<file path="src/rtl/mlp_weight_server.sv">
// Layer-weight responder: fetches one layer's words from a single-port SRAM into a
// wide weight bus, with a one-entry cache of the last layer served.
module mlp_weight_server #(
    parameter int DATA_WIDTH      = 32,
    parameter int NUMLAYERBITS    = 4,
    parameter int NUM_LAYERS      = 4,
    parameter int WORDS_PER_LAYER = 8,
    parameter int ADDR_WIDTH      = 8,
    parameter int BASE_ADDR       = 0
) (
    input  logic                                  clk,
    input  logic                                  rst,
    input  logic                                  req_valid,
    input  logic [NUMLAYERBITS-1:0]               req_layer,
    output logic                                  req_ready,
    output logic                                  mem_rd_en,
    output logic [ADDR_WIDTH-1:0]                 mem_addr,
    input  logic [DATA_WIDTH-1:0]                 mem_rdata,
    output logic [DATA_WIDTH*WORDS_PER_LAYER-1:0] weights,
    output logic                                  data_ready,
    output logic                                  err,
    output logic                                  busy
);

    localparam int CNT_W = $clog2(WORDS_PER_LAYER + 1);
    localparam logic [CNT_W-1:0]      NUM_WORDS = CNT_W'(WORDS_PER_LAYER);
    localparam logic [CNT_W-1:0]      LAST_WORD = CNT_W'(WORDS_PER_LAYER - 1);
    localparam logic [ADDR_WIDTH-1:0] BASE_A    = ADDR_WIDTH'(BASE_ADDR);
    localparam logic [ADDR_WIDTH-1:0] WORDS_A   = ADDR_WIDTH'(WORDS_PER_LAYER);

    typedef enum logic [1:0] {IDLE, FETCH, DONE} state_t;

    state_t                  state;
    logic [CNT_W-1:0]        issue_cnt;
    logic [CNT_W-1:0]        word_cnt;
    logic                    rd_pend;
    logic                    cache_valid;
    logic [NUMLAYERBITS-1:0] cached_layer;

    logic                  accept;
    logic                  layer_oob;
    logic                  cache_hit;
    logic [ADDR_WIDTH-1:0] fetch_base;

    assign accept     = req_valid && req_ready;
    assign layer_oob  = 32'(req_layer) >= NUM_LAYERS;
    assign cache_hit  = cache_valid && (req_layer == cached_layer);
    assign fetch_base = BASE_A + ADDR_WIDTH'(req_layer) * WORDS_A;

    // rd_pend marks a cycle whose mem_rdata answers the previous cycle's strobe.
    always_ff @(posedge clk or negedge rst) begin
        if (!rst) begin
            state        <= IDLE;
            req_ready    <= 1'b0;
            mem_rd_en    <= 1'b0;
            mem_addr     <= '0;
            // NOTE: weights is a flop bank driving a port, not a RAM, so it is cleared on reset.
            weights      <= '0;
            data_ready   <= 1'b0;
            err          <= 1'b0;
            busy         <= 1'b0;
            issue_cnt    <= '0;
            word_cnt     <= '0;
            rd_pend      <= 1'b0;
            cache_valid  <= 1'b0;
            cached_layer <= '0;
        end else begin
            // NOTE: every state register uses <= so all updates see pre-edge values.
            case (state)
                IDLE, DONE: begin
                    req_ready <= 1'b1;
                    if (accept) begin
                        if (layer_oob) begin
                            state      <= DONE;
                            err        <= 1'b1;
                            data_ready <= 1'b1;
                        end else if (cache_hit) begin
                            state      <= DONE;
                            err        <= 1'b0;
                            data_ready <= 1'b1;
                        end else begin
                            state        <= FETCH;
                            req_ready    <= 1'b0;
                            busy         <= 1'b1;
                            data_ready   <= 1'b0;
                            err          <= 1'b0;
                            cache_valid  <= 1'b0;
                            cached_layer <= req_layer;
                            mem_rd_en    <= 1'b1;
                            mem_addr     <= fetch_base;
                            issue_cnt    <= CNT_W'(1);
                            word_cnt     <= '0;
                            rd_pend      <= 1'b0;
                        end
                    end
                end
                FETCH: begin
                    rd_pend <= mem_rd_en;
                    if (issue_cnt < NUM_WORDS) begin
                        mem_addr  <= mem_addr + ADDR_WIDTH'(1);
                        issue_cnt <= issue_cnt + CNT_W'(1);
                    end else begin
                        mem_rd_en <= 1'b0;
                    end
                    if (rd_pend) begin
                        for (int k = 0; k < WORDS_PER_LAYER; k++) begin
                            if (word_cnt == CNT_W'(k))
                                weights[k*DATA_WIDTH +: DATA_WIDTH] <= mem_rdata;
                        end
                        word_cnt <= word_cnt + CNT_W'(1);
                        if (word_cnt == LAST_WORD) begin
                            state       <= DONE;
                            busy        <= 1'b0;
                            req_ready   <= 1'b1;
                            data_ready  <= 1'b1;
                            cache_valid <= 1'b1;
                        end
                    end
                end
                default: state <= IDLE;
            endcase
        end
    end

endmodule

</file>
<file path="config.mk">
export PLATFORM = sky130hd
export DESIGN_NAME = mlp_weight_server
export DESIGN_NICKNAME = d
export VERILOG_FILES = /design/src/rtl/mlp_weight_server.sv
export SDC_FILE = /design/constraint.sdc
export NUM_CORES = 1
export LEC_CHECK = 0
export BUFFER_PORTS_ARGS = -buffer_cell sky130_fd_sc_hd__buf_2
export CORE_ASPECT_RATIO = 0.8
export CORE_MARGIN = 4
export CORE_UTILIZATION = 52
export DETAILED_ROUTE_END_ITERATION = 8
export PLACE_DENSITY = 0.9
export SETUP_SLACK_MARGIN = 0.5
export SLEW_MARGIN = 20
export SYNTH_ARGS = -nofsm -noshare
export SYNTH_HDL_FRONTEND = slang
export SYNTH_SLANG_ARGS = --single-unit
</file>
<file path="constraint.sdc">
create_clock -name clk -period 2.3 [get_ports clk]
set_input_delay 0 -clock clk [delete_from_list [all_inputs] [get_ports clk]]
set_output_delay 0 -clock clk [all_outputs]
set_load 0.03 [all_outputs]
</file>
-- After elaboration in Yosys (flattened, before gate mapping)
Cells that the tools add are included.
W data, S select, Z words.
- register bits after elaboration: 285
- memories: 0
- output and inout bits: 269
- word-level logic and storage cells: 111
- RAM bits: 0
- bits in read-only memories: 0
- bits in latches: 0
- multiply operators: 0
- divide/modulo/power cells: 0
- reductions and logical operators: 24
- shift operators: 0
- multiplexer cells: 43
- bitwise logic cells: 2
- add/sub/neg operators: 3
- equality and inequality tests: 17
- magnitude comparators: 2
- operators with widths (kind ; number):
    $mux W4 ; 8
    $mux W8 ; 4
    $reduce_and A3 Y1 ; 10
    $eq A4 B3 Y1 const B ; 4
    $mux W1 ; 16
    $pmux W4 S2 ; 2
    $pmux W8 S2 ; 1
    $reduce_and A5 Y1 ; 3
    $ne A2 B2 Y1 const B ; 7
    $pmux W1 S2 ; 6
    $reduce_and A4 Y1 ; 3
    $mux W2 ; 5
    $add A4 B1 Y4 const B ; 2
    $add A8 B1 Y8 const B ; 1
    $eq A4 B2 Y1 const B ; 2
    $reduce_and A6 Y1 ; 1
    $eq A4 B1 Y1 const B ; 1
    $eq A4 B4 Y1 ; 1
    $ge A4 B3 Y1 const B ; 1
    $logic_not A4 Y1 ; 1
    $lt A4 B4 Y1 const B ; 1
    $pmux W2 S2 ; 1
    $eq A2 B1 Y1 const B ; 1
    $eq A2 B2 Y1 const B ; 1
    6 further kinds ; 8

-- Depth between registers and ports, before layout
- word-level depth: 6
- mapped depth: 6
- mapped depth without buffers: 6

-- Worst setup path after synthesis
OpenSTA, ideal clock, no wires.
- path kind: flip-flop to flip-flop
- start: reg req_ready
- end: reg word_cnt[1]
- arrival time: 1581 ps
- cell stages (with the launch flop): 6
- required time: 2172 ps
- period minus slack after synthesis: 1709 ps
- setup slack: 591 ps
- cells stage by stage: dfrtp_1 > nand2_1 > or3_4 > a31oi_4 > buf_2 > o21ai_0
- cells in the longest elaborated chain, start to end: 3
- RTL lines (item ; RTL line ; RTL):
    start: declaration ; 15 ; output logic req_ready,
    start signal: assignment ; 54 ; req_ready <= 1'b0;
    start signal: assignment ; 71 ; req_ready <= 1'b1;
    start signal: assignment ; 83 ; req_ready <= 1'b0;
    $logic_and A1 B1 Y1 ; 45 ; assign accept = req_valid && req_ready;
    $ne A2 B2 Y1 (no line) ; n/a ;
    $reduce_and A5 Y1 (no line) ; n/a ;
    end signal: assignment ; 110 ; word_cnt <= word_cnt + CNT_W'(1);
    end: declaration ; 35 ; logic [CNT_W-1:0] word_cnt;
No other way between the ends.
A chain may end at the register's enable or synchronous reset.

-- Worst setup path in the final report
- start: reg state[0]
- end: reg weights[1]
- cells in the longest elaborated chain, start to end: 2
- RTL lines (item ; RTL line ; RTL):
    start: declaration ; 33 ; state_t state;
    start signal: assignment ; 53 ; state <= IDLE;
    start signal: assignment ; 74 ; state <= DONE;
    start signal: assignment ; 78 ; state <= DONE;
    $eq A2 B1 Y1 ; 69 ; case (state)
    $reduce_and A3 Y1 (no line) ; n/a ;
    end signal: indexed assignment ; 108 ; weights[k*DATA_WIDTH +: DATA_WIDTH] <= mem_rdata;
    end: declaration ; 19 ; output logic [DATA_WIDTH*WORDS_PER_LAYER-1:0] weights,
No other way between the ends.

==> impl_metrics.env <==
export IMPL_cp_slowest_cell="dfrtp_2"
export IMPL_htreeDepth=1
export IMPL_num_rows=47
export IMPL_dr_pass1_iters=4
export IMPL_die_h_um=137
export IMPL_vias=7272
export IMPL_yosysWarnings=0
export IMPL_layout_drive_gt1_share_pct=59.3
export IMPL_dpl_cell_area_mm2=0.0128
export IMPL_ys_types=41
export IMPL_synth_seq_cells=285
export IMPL_drv_slew=0
export IMPL_dp_hpwl_um=18700
export IMPL_fin_crit_sh_pct=77.1
export IMPL_port_buffers=307
export IMPL_syn_nets=724
export IMPL_power_density_mw_per_mm2=1010
export IMPL_crit_fanout=17
export IMPL_ir_drop_mv=0.877
export IMPL_grt_max_degree=80
export IMPL_seqPwrFrac_pct=43.3
export IMPL_grt_pass1_vias=7767
export IMPL_pwr_share_clk_pct=33.4
export IMPL_dieArea_mm2=0.0234
export IMPL_grt_usage_pct=24.3
export IMPL_syn_inst=679
export IMPL_grt_pass1_wl_um=44300
export IMPL_final_area_mm2=0.0143
export IMPL_drc_errors=0
export IMPL_io_pins=308
export IMPL_p_leak_nw=6.71
export IMPL_p_comb_share_pct=23.3
export IMPL_start_util_pct=52.8
export IMPL_cpPeakStageDelay_ps=450
export IMPL_wl_um=29000
export IMPL_drv_cap=0
export IMPL_status="finished, final reports clean"
export IMPL_period_needed_ps=1770
export IMPL_synth_ff_type="dfrtp_1"
export IMPL_gp_congestion=0.803
export IMPL_timing_rr_start="state[0]"
export IMPL_insertion_delay_ps=530
export IMPL_arrival_ps=2170
export IMPL_crit_chain="and2b_1 > nand2_1 > nor2_4 > nand2_2 > buf_4 > mux2_2"
export IMPL_p_int_w=0.00979
export IMPL_path_clk_slew_ps=60
export IMPL_fmax_mhz=564
export IMPL_syn_area_mm2=0.0109
export IMPL_cts_buffer_depth=3
export IMPL_postSynthAreaPerCell_um2=16.1
export IMPL_skew_ps=16.1
export IMPL_fin_util_pct=69.3
export IMPL_sw_frac_of_total_pct=31.9
export IMPL_synth_edf_count=0
export IMPL_antenna_left=0
export IMPL_wl_per_cell_um=21.7
export IMPL_grt_antenna_before_repair=0
export IMPL_p_sw_w=0.00458
export IMPL_min_path_type="in2async"
export IMPL_hold_viol=0
export IMPL_first_iter_violations=384
export IMPL_yosysSeqAreaShare_pct=65.4
export IMPL_clock_sinks=285
export IMPL_finalSetupTns_ps=0
export IMPL_die_x_um=170
export IMPL_overflow=0
export IMPL_crit_start="state[0]"
export IMPL_core_mm2=0.0206
export IMPL_root_buffer="clkbuf_16"
export IMPL_rsz0062_at_grt="true"
export IMPL_syn_to_final_growth_pct=31.2
export IMPL_cts_buffers=27
export IMPL_nets=1094
export IMPL_setup_viol=0
export IMPL_via_per_inst=5.43
export IMPL_start_kind="flop"
export IMPL_criticalPathCategory="reg2reg"
export IMPL_critical_path_endpoint_type="flop"
export IMPL_relSlewSlack_pct=65.2
export IMPL_cp_required_ps=2700
export IMPL_cts_tree="yes"
export IMPL_rrSetupSlack_ps=530
export IMPL_diodes=0
export IMPL_reg2reg_depth=6
export IMPL_worst_pin_slew_ps=521
export IMPL_async_reset_ff_share_pct=100
[path summary, 6_finish.rpt]
check	end
max in group asynchronous	weights[0]
worst min register to register	weights[39]
worst max register to register	weights[1]
worst min-delay path	mem_addr[0]
min in group clk	state[1]
worst max-delay path	weights[1]
[power by group through the flow]
stage	Clock, W	Sequential, W	Combinational, W
2_1_floorplan	0	0.00754	0.000796
3_3_place_gp	0	0.00621	0.00318
3_5_place_dp	0	0.00627	0.00326
4_1_cts	0.00487	0.00619	0.00334
5_1_grt	0.00508	0.00629	0.00354
6_report	0.00480	0.00622	0.00335
[cells in the mapped netlist (4+ instances only)]
| cell type | count | area (um2) |
|---|---|---|
| a21oi_1 | 6 | 30.0 |
| mux2_1 | 16 | 180 |
| o21ai_0 | 9 | 45.0 |
| mux2_2 | 242 | 2730 |
| nand3_1 | 6 | 30.0 |
| nor2_1 | 12 | 45.0 |
| ha_1 | 6 | 75.1 |
| inv_1 | 4 | 15.0 |
| dfrtp_1 | 285 | 7130 |
| xnor2_1 | 4 | 35.0 |
| a22o_1 | 4 | 35.0 |
| buf_2 | 25 | 125 |
| nor2b_1 | 4 | 25.0 |
| nand2_1 | 14 | 52.6 |
[placed cells by master (no fill, tap or decap), types with 5 or more instances in the layout]
cell type	synthesis	layout
a21oi_1	6	6
dfrtp_1	285	284
nand2_2	3	7
nand3_1	6	6
ha_1	6	6
o21ai_0	9	8
dlygate4sd3_1	0	36
mux2_2	242	242
clkbuf_16	0	27
clkbuf_1	0	5
buf_12	0	5
nor2_1	12	12
buf_2	25	306
buf_4	0	13
bufinv_16	0	6
clkinv_2	0	6
nand2_1	14	10
mux2_1	16	16
[flip-flops by register name, indices dropped and copies added (netlist names)]
register / cells
cache_valid: 1
cached_layer: 4
mem_addr: 8
issue_cnt: 4
rd_pend: 1
weights: 256
req_ready: 1
mem_rd_en: 1
err: 1
word_cnt: 4
data_ready: 1
busy: 1
state: 2
[layer usage]
layer	vias up	share of wire (%)	GRT usage, %
met5	-	0	0
met4	0	2.4	7.33
met3	56	8.8	7.06
met2	320	49	40.4
met1	3729	40	31.1
li1	3167	-	-
[area by class of cell]
class | instances | area, um2
clock inverters | 14 | 225
well taps | 269 | 337
repair buffers | 367 | 2180
clock buffers | 35 | 736
multi-input cells | 364 | 3670
inverters | 4 | 15.0
flip-flops and latches | 285 | 7130
fillers | 1287 | 6340
[what timing repair did]
action	CTS	global route
buffers inserted	4	0
endpoints found under the setup margin	146	232
resized for setup	12	15
hold buffers	36	0
endpoints found under the hold margin	512	0
pin swaps	1	0
[cells by family after synthesis]
group | count (synthesis) | share of synthesized area (%)
adder cells (fa/ha/maj) | 6 | 0.689
AO/OA/AOI/OAI | 37 | 2.53
multiplexers | 261 | 26.9
AND/OR/NAND/NOR | 53 | 2.54
XOR/XNOR | 7 | 0.563
buffers and inverters | 30 | 1.32
flip-flops | 285 | 65.4
[stage by stage]
| stage | cells | setup slack, ps | total power (W) | hold slack [ps] |
|---|---|---|---|---|
| floorplan | 679 | 591 | 0.00834 | -296 |
| global placement | 1249 | 429 | 0.00938 | -15.4 |
| detailed placement | 1249 | 360 | 0.00953 | -11.1 |
| CTS | 1338 | 444 | 0.0144 | 33.2 |
| global route | 1338 | 482 | 0.0149 | 61.6 |
| finish | 1338 | 526 | 0.0144 | 16.4 |
[critical path: cells and delay by family (launching register included)]
family	cells	cell delay, ps
flip-flops	1	450
multiplexers	1	380
buffers and inverters	1	320
AND/OR/NAND/NOR	4	490
Power figures use the tool's default switching activity.
